### src/rtl/mips_cpu_wb_pkg.sv
// Shared types and helpers for the register-file write-back path.
package mips_cpu_wb_pkg;

    localparam int unsigned ADDR_W = 5;
    localparam int unsigned DATA_W = 32;

    localparam logic [ADDR_W-1:0] REG_ZERO = 5'd0;

    // One pending register write: destination and value.
    typedef struct packed {
        logic [ADDR_W-1:0] addr;
        logic [DATA_W-1:0] data;
    } wb_req_t;

    // One-hot decode of a register number, used to build the pending mask.
    function automatic logic [31:0] onehot32(input logic [ADDR_W-1:0] addr);
        return 32'(1) << addr;
    endfunction

endpackage

### src/rtl/mips_cpu_wb_fifo.sv
// In-order queue of deferred register writes: two ordered pushes and one pop per cycle.
module mips_cpu_wb_fifo
    import mips_cpu_wb_pkg::*;
#(
    parameter int unsigned DEPTH = 4
) (
    input  logic                           clk,
    input  logic                           reset_n,
    input  logic                           push0_valid,
    input  wb_req_t                        push0_req,
    input  logic                           push1_valid,
    input  wb_req_t                        push1_req,
    input  logic                           pop,
    output wb_req_t                        head,
    output logic [$clog2(DEPTH+1)-1:0]     count,
    output logic [DEPTH-1:0]               entry_valid,
    output logic [DEPTH-1:0][ADDR_W-1:0]   entry_addr
);

    localparam int unsigned PW = $clog2(DEPTH);
    localparam int unsigned CW = $clog2(DEPTH + 1);

    wb_req_t           store_q [DEPTH];
    logic [PW-1:0]     wr_ptr_q;
    logic [PW-1:0]     rd_ptr_q;
    logic [PW-1:0]     wr_ptr_1;
    logic [CW-1:0]     count_q;
    logic [DEPTH-1:0]  valid_q;

    // Pointer increment with wrap at DEPTH (DEPTH need not be a power of two).
    function automatic logic [PW-1:0] ptr_inc(input logic [PW-1:0] p);
        return (p == PW'(DEPTH - 1)) ? '0 : p + PW'(1);
    endfunction

    assign wr_ptr_1 = ptr_inc(wr_ptr_q);

    // Pointers, occupancy and per-entry valid bits.
    always_ff @(posedge clk or negedge reset_n) begin
        if (!reset_n) begin
            wr_ptr_q <= '0;
            rd_ptr_q <= '0;
            count_q  <= '0;
            valid_q  <= '0;
        end else begin
            if (pop) begin
                rd_ptr_q          <= ptr_inc(rd_ptr_q);
                valid_q[rd_ptr_q] <= 1'b0;
            end
            if (push0_valid) valid_q[wr_ptr_q] <= 1'b1;
            if (push1_valid) valid_q[wr_ptr_1] <= 1'b1;
            if (push1_valid)      wr_ptr_q <= ptr_inc(wr_ptr_1);
            else if (push0_valid) wr_ptr_q <= wr_ptr_1;
            count_q <= count_q + CW'(push0_valid) + CW'(push1_valid) - CW'(pop);
        end
    end

    // Entry payload storage; contents are meaningless unless the valid bit is set.
    always_ff @(posedge clk) begin
        if (push0_valid) store_q[wr_ptr_q] <= push0_req;
        if (push1_valid) store_q[wr_ptr_1] <= push1_req;
    end

    assign head        = store_q[rd_ptr_q];
    assign count       = count_q;
    assign entry_valid = valid_q;

    // Expose each entry's destination for the pending-mask OR tree.
    for (genvar i = 0; i < DEPTH; i++) begin : g_addr
        assign entry_addr[i] = store_q[i].addr;
    end

endmodule

### src/rtl/mips_cpu_regwrite_arbiter.sv
// Shares the register file write port between the ALU and load paths in program order.
module mips_cpu_regwrite_arbiter
    import mips_cpu_wb_pkg::*;
#(
    parameter int unsigned DEPTH = 4
) (
    input  logic                        clk,
    input  logic                        reset_n,
    input  logic                        alu_valid,
    input  logic [4:0]                  alu_addr,
    input  logic [31:0]                 alu_data,
    output logic                        alu_ready,
    input  logic                        mem_valid,
    input  logic [4:0]                  mem_addr,
    input  logic [31:0]                 mem_data,
    output logic                        mem_ready,
    output logic                        rf_write_enable,
    output logic [4:0]                  rf_write_address,
    output logic [31:0]                 rf_data_in,
    output logic [31:0]                 pending_mask,
    output logic [$clog2(DEPTH+1)-1:0]  queue_count
);

    localparam int unsigned CW = $clog2(DEPTH + 1);

    logic                            ready;
    logic                            mem_acc;
    logic                            alu_acc;
    logic                            q_empty;
    logic                            mem_push;
    logic                            alu_push;
    logic                            issue_valid;
    wb_req_t                         issue_req;
    wb_req_t                         mem_req;
    wb_req_t                         alu_req;
    wb_req_t                         head;
    logic                            push0_valid;
    logic                            push1_valid;
    wb_req_t                         push0_req;
    logic                            pop;
    logic [CW-1:0]                   count;
    logic [DEPTH-1:0]                entry_valid;
    logic [DEPTH-1:0][ADDR_W-1:0]    entry_addr;

    // Readiness depends only on occupancy so two pushes can never overflow.
    assign ready     = (count <= CW'(DEPTH - 2));
    assign alu_ready = ready;
    assign mem_ready = ready;

    assign mem_req = '{addr: mem_addr, data: mem_data};
    assign alu_req = '{addr: alu_addr, data: alu_data};

    // Writes to r0 are consumed here and never travel further.
    assign mem_acc = mem_valid && ready && (mem_addr != REG_ZERO);
    assign alu_acc = alu_valid && ready && (alu_addr != REG_ZERO);
    assign q_empty = (count == '0);

    // Oldest first: queue head, then same-cycle load, then same-cycle ALU result.
    always_comb begin
        issue_valid = 1'b0;
        issue_req   = '0;
        pop         = 1'b0;
        if (!q_empty) begin
            issue_valid = 1'b1;
            issue_req   = head;
            pop         = 1'b1;
        end else if (mem_acc) begin
            issue_valid = 1'b1;
            issue_req   = mem_req;
        end else if (alu_acc) begin
            issue_valid = 1'b1;
            issue_req   = alu_req;
        end
    end

    // Everything accepted but not issued is queued, load before ALU.
    always_comb begin
        mem_push    = mem_acc && !q_empty;
        alu_push    = alu_acc && (!q_empty || mem_acc);
        push0_valid = mem_push || alu_push;
        push0_req   = mem_push ? mem_req : alu_req;
        push1_valid = mem_push && alu_push;
    end

    mips_cpu_wb_fifo #(.DEPTH(DEPTH)) u_fifo (
        .clk         (clk),
        .reset_n     (reset_n),
        .push0_valid (push0_valid),
        .push0_req   (push0_req),
        .push1_valid (push1_valid),
        .push1_req   (alu_req),
        .pop         (pop),
        .head        (head),
        .count       (count),
        .entry_valid (entry_valid),
        .entry_addr  (entry_addr)
    );

    assign queue_count = count;

    // Register the issued write onto the register file port.
    always_ff @(posedge clk or negedge reset_n) begin
        if (!reset_n) begin
            rf_write_enable  <= 1'b0;
            rf_write_address <= '0;
            rf_data_in       <= '0;
        end else begin
            rf_write_enable <= issue_valid;
            if (issue_valid) begin
                rf_write_address <= issue_req.addr;
                rf_data_in       <= issue_req.data;
            end
        end
    end

    // Registers with a write still queued or sitting on the rf port.
    always_comb begin
        pending_mask = '0;
        for (int i = 0; i < DEPTH; i++) begin
            if (entry_valid[i]) pending_mask = pending_mask | onehot32(entry_addr[i]);
        end
        if (rf_write_enable) pending_mask = pending_mask | onehot32(rf_write_address);
        pending_mask[0] = 1'b0;
    end

endmodule

### config.mk
export PLATFORM = sky130hd
export DESIGN_NAME = mips_cpu_regwrite_arbiter
export DESIGN_NICKNAME = d
export VERILOG_FILES = /design/src/rtl/mips_cpu_wb_pkg.sv /design/src/rtl/mips_cpu_wb_fifo.sv /design/src/rtl/mips_cpu_regwrite_arbiter.sv
export SDC_FILE = /design/constraint.sdc
export NUM_CORES = 1
export LEC_CHECK = 0
export CORE_MARGIN = 4
export CORE_UTILIZATION = 50
export DETAILED_ROUTE_END_ITERATION = 8
export PLACE_DENSITY = 0.75
export SYNTH_ARGS = -nofsm -noshare
export SYNTH_HDL_FRONTEND = slang
export SYNTH_SLANG_ARGS = --single-unit
### constraint.sdc
create_clock -name clk -period 5.67 [get_ports clk]
set_input_delay 0.567 -clock clk [delete_from_list [all_inputs] [get_ports clk]]
set_output_delay 0.567 -clock clk [all_outputs]
set_load 0.01 [all_outputs]
Word level (Yosys, flattened, before mapping) --
Memory sizes are Yosys's and may differ from the RTL's. Cells that the tools add are included.
Storage, ports and cells: bits of input ports 78, memories kept 1, flip-flop bits (word level) 49, bits in writable memories 148, logic and storage cells 85, output and inout bits 75
Memories:
- u_fifo.store_q | depth 4, bits a word 37, read ports 5, clocked after Yosys merged registers in 0, wr ports 2, line mips_cpu_wb_fifo.sv:23 | wb_req_t store_q [DEPTH];
Cells by class: bitwise logic cells 8, shifts and indexed selects 5, magnitude comparators 7, add/sub/neg operators 6, equal/unequal tests 3, mux-type cells 31, reductions and logical operators 17
Operators by type and width (number):
- $mux W32 | 5
- $shl A1 B5 Y32 const A | 5
- $mux W37 | 4
- $or A32 B32 Y32 | 4
- $mux W4 | 3
- $mux W1 | 11
- $logic_and A1 B1 Y1 | 10
- $mux W2 | 5
- $reduce_bool A5 Y1 | 2
- $lt A2 B3 Y1 const B | 3
- $or A4 B4 Y4 | 2
- $add A2 B1 Y2 const B | 3
- $add A3 B1 Y3 | 2
- $demux W1 S2 | 3
- $eq A2 B2 Y1 const B | 3
- $ge A2 B1 Y1 const B | 3
- $and A4 B4 Y4 | 1
- $not A4 Y4 | 1
- $le A3 B2 Y1 const B | 1
- $logic_not A3 Y1 | 1
- $sub A3 B1 Y3 | 1
- $logic_or A1 B1 Y1 | 2
- $reduce_bool A2 Y1 | 1
- $logic_not A1 Y1 | 1

Logic depth before layout (Yosys ltp) --
Gate-level depths: netlist of run 1.
depth after elaboration 11, gate-level depth with buffers 11, depth with buffers taken out 10

Modules after synthesis --
A second synthesis of run 1 with hierarchy kept.
Second synthesis, totals: cell total of the unflattened synthesis 927, area, all modules 11933.9 um2
By module, submodules not included:
- mips_cpu_wb_fifo | times used 1, area each 8086.5 um2, cells an instance 443
- mips_cpu_regwrite_arbiter | times used 1, area each 3847.4 um2, cells an instance 484

Least setup slack after synthesis of run 1 --
OpenSTA, ideal clock, no wires.
path type in2reg, start point input port alu_addr[0], end point memory u_fifo.store_q[2][0] (netlist bit), enable pin, data arrival time 4.238 ns, slack 0.950 ns, stages on the path 6, buffers on the path 0, setup time 0.483 ns, required time 5.187 ns, cells stage by stage or4_4 -> o21ai_4 -> maj3_1 -> nor2_1 -> inv_1 -> o21ai_0
RTL lines:
- start: declaration | line mips_cpu_regwrite_arbiter.sv:10 | input logic [4:0] alu_addr,
- end: declaration | line mips_cpu_wb_fifo.sv:23

Worst setup path in the final report of run 1 --
start point register u_fifo.count_q[0], in the netlist u_fifo.count[0], end point register u_fifo.count_q[1], in the netlist u_fifo.count[1]
Between the ends: longest elaborated chain between the ends 9, elaborated cells on any way between the ends 16
Ends and longest elaborated chain:
- start: declaration | line mips_cpu_wb_fifo.sv:27 | logic [CW-1:0] count_q;
- start signal: assignment | line mips_cpu_wb_fifo.sv:53 | count_q <= count_q + CW'(push0_valid) + CW'(push1_valid) - CW'(pop);
- $le A3 B2 Y1 | line mips_cpu_regwrite_arbiter.sv:46 | assign ready = (count <= CW'(DEPTH - 2));
- $logic_and A1 B1 Y1 (2 in series) | line mips_cpu_regwrite_arbiter.sv:54 | assign mem_acc = mem_valid && ready && (mem_addr != REG_ZERO);
- $logic_or A1 B1 Y1 | line mips_cpu_regwrite_arbiter.sv:79 | alu_push = alu_acc && (!q_empty || mem_acc);
- $logic_and A1 B1 Y1 | line mips_cpu_regwrite_arbiter.sv:79
- $logic_or A1 B1 Y1 | line mips_cpu_regwrite_arbiter.sv:80 | push0_valid = mem_push || alu_push;
- $add A3 B1 Y3 (2 in series) | line mips_cpu_wb_fifo.sv:53
- $sub A3 B1 Y3 * | line mips_cpu_wb_fifo.sv:53
Mark *: on every way between the ends. The rest lies on a longest branch, timed or not. A chain may end at the register's enable or synchronous reset.

==> summary.md, run 1 <==
| Metric | Value |
|---|---|
| Critical R2R Launch | `u_fifo.count[0]$_DFF_PN0_` |
| Critical Path Start | `u_fifo.count[0]$_DFF_PN0_` |
| Worst-margin pin slew | `1.141 ns` |
| Vias in the first global route | `just under 9k` |
| Clock root buffer | `clkbuf_16` |
| Met1 global-route usage | `0.3281` |
| Setup violations, final | `0` |
| Max clock buf depth | `2` |
| Number of synthesized flops with an enable pin | `148` |
| Final Critical Period | `3.806 ns` |
| Mux contribution to synthesized area | `0.2188` |
| Gr usage total | `0.2478` |
| Die W | `159.5 microns` |
| Drc violations | `0` |
| Htree depth | `4` |
| Max Slew Vio Count | `0` |
| Crit. End Element | `register` |
| Worst VDD drop | `333.6 uV` |
| First-pass DRT Iterations | `5` |
| Crit-path slowest cell | `inv_2` |
| Netlist cell types | `slightly above 60` |
| Switching Share | `0.3808` |
| Max_slew headroom | `0.2376` |
| Layout net count | `1129` |
| Row cnt | `55` |
| Avg Inst Size Synth | `roughly 12 sq um` |
| Netlist Area Pre-Place | `11470 sq um` |
| Crit-path max FO | `40` |
| Reg clk slew, reported paths | `0.07 ns` |
| Final WL | `31.71 mm` |
| Core box area | `about 23000 sq um` |
| Gate count after technology mapping | `921` |
| Adder-Cell Fraction of Synth Area | `0.01527` |
| Most frequent cells in the layout | `clkdlybuf4s50_1 (150), edfxtp_1 (148), mux2_2 (133)` |
| Combinational share of power | `0.457` |
| Area added between synthesis and finish | `18.77%` |
| Fin. Hold Viols | `0` |
| Ratio of final minimum period to clock period | `0.6712` |
| Synth Register Bits | `197` |
| Postcts setup bufs | `0` |
| Required time of the worst setup path | `5.99 ns` |
| Outcome | `finished clean` |
| Crit-path cells | `nor3_2 -> buf_4 -> inv_2 -> o211ai_1 -> nor3_2 -> inv_1 -> ha_1 -> fa_1 -> inv_1 -> fa_1` |
| Reg2Reg Setup Slack | `1.86 ns` |
| Final worst setup slack | `approximately 1.9 ns` |
| Switching power | `2.569 mW` |
| Clock Sink Count | `197` |
| Crit path depth | `10` |
| CTS tree | `done` |
| Fmax | `~260 MHz` |
| Post-route non-filler standard cell count | `between 1k and 1.5k` |
| Dominant synthesized flop cell | `edfxtp_1` |
| Complex-gate fraction of the synthesized area | `0.09250` |
| First-pass GRT wire length | `50.47 mm` |
| Layout Skew | `0.01224 ns` |
| GPL Wtd Cong | `0.9757` |
| Port Buf Inserts | `151` |
| Final ANT Viol Nets | `0` |
| CP Launch Type | `register` |
| Xor/xnor share of the synthesized area | `0.001527` |
| Met2 track demand over resource | `0.4170` |
| Hold crit path type | `primary input to async pin` |
| Clock Power Share | `0.168` |
| Ports | `153` |
| Pwr Total | `6.746 mW` |
| Routed via count | `8727` |
| Cells resized by post-CTS repair | `0` |
| Die area | `about 25000 sq um` |
| Largest net degree at the start of global routing | `50` |
| Die Span Y | `between 150 and 200 microns` |
| Critical path destination | `u_fifo.count[1]$_DFF_PN0_` |
| Buf/Inv on CP | `4` |
| Fillers | `1776` |
| Worst-Skew Late Latency | `around 0.44 ns` |
| Arr. time, crit path | `4.12 ns` |
| CTS buffer count | `17` |
| Pint | `4.177 mW` |
| Hold-fix buffers, CTS | `0` |
| Sequential fraction of the synthesis area | `0.4943` |
| Share of cells above drive strength 1 | `0.2348` |
| Total grt overflow | `0` |
| Worst slack, placed | `1.623 ns` |
| Setup TNS | `0 ns` |
| Register-to-Register Path Depth | `10` |
| Largest family of logic cells by synthesized area | `multiplexers` |
| Fin util | `0.6036` |
| Max-cap violations | `0` |
| Sequential fraction of design power | `0.375` |
| Commonest non-fill, non-tap cell in the layout | `clkdlybuf4s50_1` |
| Reg2Reg Capture Point | `u_fifo.count[1]$_DFF_PN0_` |
| Starting Density | `0.5082` |
| Syn Nets | `1011` |
| DR WL/cell | `23.70 microns` |
| Ys async rst share | `0.2487` |
| CP peak stage delay | `0.72 ns` |
| Family with the most delay on the worst path | `buffers and inverters` |
| RSZ-0062 raised after global routing | `false` |
| Busiest metal layer after global routing | `met2` |
| Worst setup path class | `register to register` |
| Vias per cell | `about 6.5` |
| DP HPWL | `a little over 20 mm` |
| LEAKAGE | `4.541 nW` |
| Initial DRC Count | `about 890` |
| Pwr dens | `495.1 nW/um^2` |
| Antenna violations before repair | `1` |
| Post-Place Cells | `~1.3k` |
| Routing usage on met3 | `0.05126` |
| Simple-gate share of the synthesized area | `0.1402` |
| Yosys warns | `0` |
==> cell families after synthesis <==
kind of cell,count (synthesis)
AOI/OAI and AO/OA,133
xor gates and xnor gates,2
adders and majority gates,13
buffers and inverters,78
DFF,197
muxes,186
other,1
and+or+nand+nor,311
==> flip-flops by register name, summed over array words and instances (netlist names) <==
signal              count
rf_data_in             32
rf_write_address        5
rf_write_enable         1
u_fifo.count            3
u_fifo.entry_valid      4
u_fifo.rd_ptr_q         2
u_fifo.store_q        148
u_fifo.wr_ptr_q         2
==> area by class of cell <==
cell class	count	area, sq um	share of cell area
flip-flops and latches	197	5673	0.4164
multi-input cells	646	5408	0.3969
repair buffers	161	1582	0.1161
clock buffers	18	439.2	0.03223
well taps	285	356.6	0.02617
clock inverters	14	103.9	0.007622
inverters	16	60.06	0.004408
diodes	1	2.502	0.0001837
==> how the worst min path moves through the flow <==
stage	start	end	slack, ns	cells past startpoint
6_report	reset_n	rf_data_in[8]$_DFFE_PN0P_	0.24	2
5_1_grt	reset_n	rf_data_in[10]$_DFFE_PN0P_	0.31	2
4_1_cts	reset_n	rf_data_in[10]$_DFFE_PN0P_	0.28	2
3_5_place_dp	rf_data_in[18]$_DFFE_PN0P_	rf_data_in[18]$_DFFE_PN0P_	0.57	2
3_3_place_gp	rf_data_in[0]$_DFFE_PN0P_	rf_data_in[0]$_DFFE_PN0P_	0.56	2
2_1_floorplan	reset_n	rf_data_in[0]$_DFFE_PN0P_	0.27	0
==> metrics by stage <==
stage	hold WS, ns	cell area (sq um)
floorplan	0.2714	11470
global placement	0.5582	13080
detailed placement	0.5723	13080
CTS	0.2802	13620
global route	0.3141	13620
finish	0.2360	13620
==> cells in the mapped netlist, drive strengths merged, types with 16 or more instances <==
library cell | instances | area, sq um
mux4 | 37 | 833.3
o221ai | 16 | 140.1
mux2 | 148 | 1667
clkbuf | 25 | 93.84
nand2 | 96 | 360.4
edfxtp | 148 | 4444
o22ai | 17 | 106.4
dfrtp | 49 | 1226
inv | 16 | 60.06
nand3b | 18 | 135.1
buf | 34 | 245.2
nor2 | 45 | 171.4
a41oi | 28 | 252.8
nor3b | 21 | 168.9
nor3 | 44 | 225.2
a22oi | 30 | 225.2
nand3 | 56 | 317.8
==> per-layer routing <==
metal,part of all wire,vias to the layer above,routed length [microns]
li1,-,3845,-
met1,0.41,4386,13010
met2,0.50,435,15700
met3,0.076,59,2416
met4,0.018,2,575
met5,0.00035,-,11
==> power by group through the flow <==
| stage | clock, mW | sequential, mW | combinational, mW |
|---|---|---|---|
| floorplan | 0 | 2.37 | 2.11 |
| global placement | 0 | 2.54 | 3.03 |
| detailed placement | 0 | 2.55 | 3.07 |
| CTS | 1.15 | 2.52 | 3.09 |
| global route | 1.21 | 2.58 | 3.32 |
| finish | 1.14 | 2.53 | 3.08 |
Note: power is estimated with default switching activity, not from simulation.
==> inputs of run 2 (changes only) <==
- PLACE_DENSITY: 0.75 -> 0.77
- clock period: 5.67 -> 3.5 ns (I/O delays scaled with it)
==> run 2 against run 1 <==
Net effect: combinational power increased by 73%; sequential cell count did not move; clock-buffer cell count shrank 1; clock power increased by 76%; utilization rose by 1.3 points.
==> summary.md, run 2 (synthesis gave the netlist of run 1 again) <==
| Metric | Value |
|---|---|
| Area added between synthesis and finish | `21.26% (was 18.77%)` |
| Reg clk slew, reported paths | `0.08 ns (was 0.07 ns)` |
| Core box area | `22570 sq um (unchanged)` |
| Starting Density | `0.5082 (unchanged)` |
| Critical R2R Launch | `u_fifo.count[0]$_DFF_PN0_ (unchanged)` |
| Vias per cell | `6.602 (was 6.522)` |
| Pwr dens | `820.0 nW/um^2 (was 495.1 nW/um^2)` |
| First-pass GRT wire length | `52.37 mm (was 50.47 mm)` |
| LEAKAGE | `4.693 nW (was 4.541 nW)` |
| Die area | `25430 sq um (unchanged)` |
| GPL Wtd Cong | `0.9518 (was 0.9757)` |
| Max clock buf depth | `2 (unchanged)` |
| Row cnt | `55 (unchanged)` |
| Layout Skew | `0.01399 ns (was 0.01224 ns)` |
| Max Slew Vio Count | `0 (unchanged)` |
| Final ANT Viol Nets | `0 (unchanged)` |
| Die W | `159.5 microns (unchanged)` |
| Postcts setup bufs | `0 (unchanged)` |
| CTS tree | `done (unchanged)` |
| Worst slack, placed | `0.2393 ns (was 1.623 ns)` |
| Max FFs per register | `148 (unchanged)` |
| Hold crit path type | `primary input to async pin (unchanged)` |
| Worst VDD drop | `441.4 uV (was 333.6 uV)` |
| CTS buffer count | `17 (unchanged)` |
| Total grt overflow | `0 (unchanged)` |
| ANT cells | `0 (was 1)` |
| Critical Path Start | `u_fifo.store_q[2][32]$_DFFE_PP_ (was u_fifo.count[0]$_DFF_PN0_)` |
| Ratio of final minimum period to clock period | `0.8233` |
| Biggest register | `u_fifo.store_q (unchanged)` |
| Reg2Reg Capture Point | `u_fifo.count[1]$_DFF_PN0_ (unchanged)` |
| Layout net count | `1147 (was 1129)` |
| DR WL/cell | `24.92 microns (was 23.70 microns)` |
| Gr usage total | `0.2601 (was 0.2478)` |
| Initial DRC Count | `869 (was 893)` |
| Met1 global-route usage | `0.3336 (was 0.3281)` |
| Antenna violations before repair | `0 (was 1)` |
| Busiest metal layer after global routing | `met2 (unchanged)` |
| Share of cells above drive strength 1 | `0.2477 (was 0.2348)` |
| Worst setup path class | `register to primary output (was register to register)` |
| Fin. Hold Viols | `0 (unchanged)` |
| Htree depth | `4 (unchanged)` |
| Critical path destination | `pending_mask[4] (was u_fifo.count[1]$_DFF_PN0_)` |
| CP Launch Type | `register (unchanged)` |
| Crit-path max FO | `9 (was 40)` |
| Final Critical Period | `2.882 ns` |
| Worst-Skew Late Latency | `0.44 ns (about the same)` |
| Final worst setup slack | `0.6184 ns (was 1.864 ns)` |
| Required time of the worst setup path | `3.15 ns (was 5.99 ns)` |
| Final WL | `33.77 mm (was 31.71 mm)` |
| Clock root buffer | `clkbuf_16 (unchanged)` |
| Vias in the first global route | `9200 (was 8842)` |
| Arr. time, crit path | `2.53 ns (was 4.12 ns)` |
| Ports | `153 (unchanged)` |
| Outcome | `finished clean (unchanged)` |
| First-pass DRT Iterations | `6 (was 5)` |
| Routed via count | `8946 (was 8727)` |
| Register-to-Register Path Depth | `9 (was 10)` |
| Most frequent cells in the layout | `clkdlybuf4s50_1 (150), edfxtp_1 (148), mux2_2 (133) (unchanged)` |
| Crit. End Element | `primary output (was register)` |
| Routing usage on met3 | `0.04867 (was 0.05126)` |
| Clock Sink Count | `197 (unchanged)` |
| RSZ-0062 raised after global routing | `false (unchanged)` |
| Multi-input logic area | `5408 sq um (unchanged)` |
| Max_slew headroom | `0.4046 (was 0.2376)` |
| Met2 track demand over resource | `0.4435 (was 0.4170)` |
| Top Registers | `u_fifo.store_q (148), rf_data_in (32), rf_write_address (5) (unchanged)` |
| DP HPWL | `21.88 mm (was 20.26 mm)` |
| Setup TNS | `0 ns (unchanged)` |
| Fillers | `1721 (was 1776)` |
| Die Span Y | `159.5 microns (unchanged)` |
| Max-cap violations | `0 (unchanged)` |
| Worst-margin pin slew | `0.8931 ns (was 1.141 ns)` |
| Port Buf Inserts | `151 (unchanged)` |
| FF+latch area | `5673 sq um (unchanged)` |
| Setup violations, final | `0 (unchanged)` |
| Drc violations | `0 (unchanged)` |
| Fmax | `347.0 MHz` |
| Largest net degree at the start of global routing | `46 (was 50)` |
| Commonest non-fill, non-tap cell in the layout | `clkdlybuf4s50_1 (unchanged)` |
| Reg2Reg Setup Slack | `0.65 ns (was 1.86 ns)` |
[run 2: changes by cell type in the layout (fill, tap and decap cells not counted), moves of 2 or more]
cell,previous run,this run
buf_12,0,7
buf_4,10,20
clkinv_4,3,1
clkinv_8,0,3
clkinvlp_4,4,0
inv_6,2,6
inv_8,1,3
[run 2: final cells by class]
cell class	instances	area share
Timing Repair Buffer	179	0.1299
Inverter	16	0.004408
Multi-Input combinational cell	646	0.3888
Clock inverter	15	0.01286
Clock buffer	17	0.03058
Tap cell	285	0.02564
Sequential cell	197	0.4078
[run 2: per-layer routing]
metal / wire length (microns) / share of wire / up-vias
met3: 2757 / 0.082 / 82
met2: 16830 / 0.50 / 519
met4: 987 / 0.029 / 0
li1: - / - / 3878
met5: 0 / 0 / -
met1: 13190 / 0.39 / 4467
[run 2: where the power goes]
part | internal [mW] | total (mW) | switching (mW)
logic | 2.56 | 5.33 | 2.77
registers | 3.40 | 4.07 | 0.663
clock network | 1.03 | 2.01 | 0.981
[run 2: worst min path at each step]
stage,end,slack [ns],cells past startpoint
final,rf_data_in[7]$_DFFE_PN0P_,0.47,2
after global routing,rf_data_in[7]$_DFFE_PN0P_,0.53,2
after CTS,rf_data_in[7]$_DFFE_PN0P_,0.49,2
after detailed placement,rf_data_in[9]$_DFFE_PN0P_,0.42,1
after global placement,rf_data_in[9]$_DFFE_PN0P_,0.43,1
after floorplan,rf_data_in[0]$_DFFE_PN0P_,0.05,0
[run 2: metrics by stage]
step	hold WS, ns	instances	instance area, sq um	util	power, mW
after CTS	0.4852	1355	13910	0.6162	11.40
after floorplan	0.05441	921	11470	-	7.257
after global routing	0.5289	1355	13910	0.6162	11.95
final	0.4713	1355	13910	0.6162	11.41
after global placement	0.4265	1322	13300	0.5890	9.287
after detailed placement	0.4210	1322	13300	0.5890	9.363
[run 2: timing repair]
item,CTS,global route
hold buffers,1,0
setup endpoints to repair,0,0
resized for setup,0,0
endpoints found under the hold margin,23,0
[run 2: worst max-delay path, stage by stage, from the launching register on]
cell	delay (ns)
edfxtp_1	0.57
nor3b_1	0.63
a22oi_1	0.20
nand3_1	0.14
clkdlybuf4s50_1	0.55
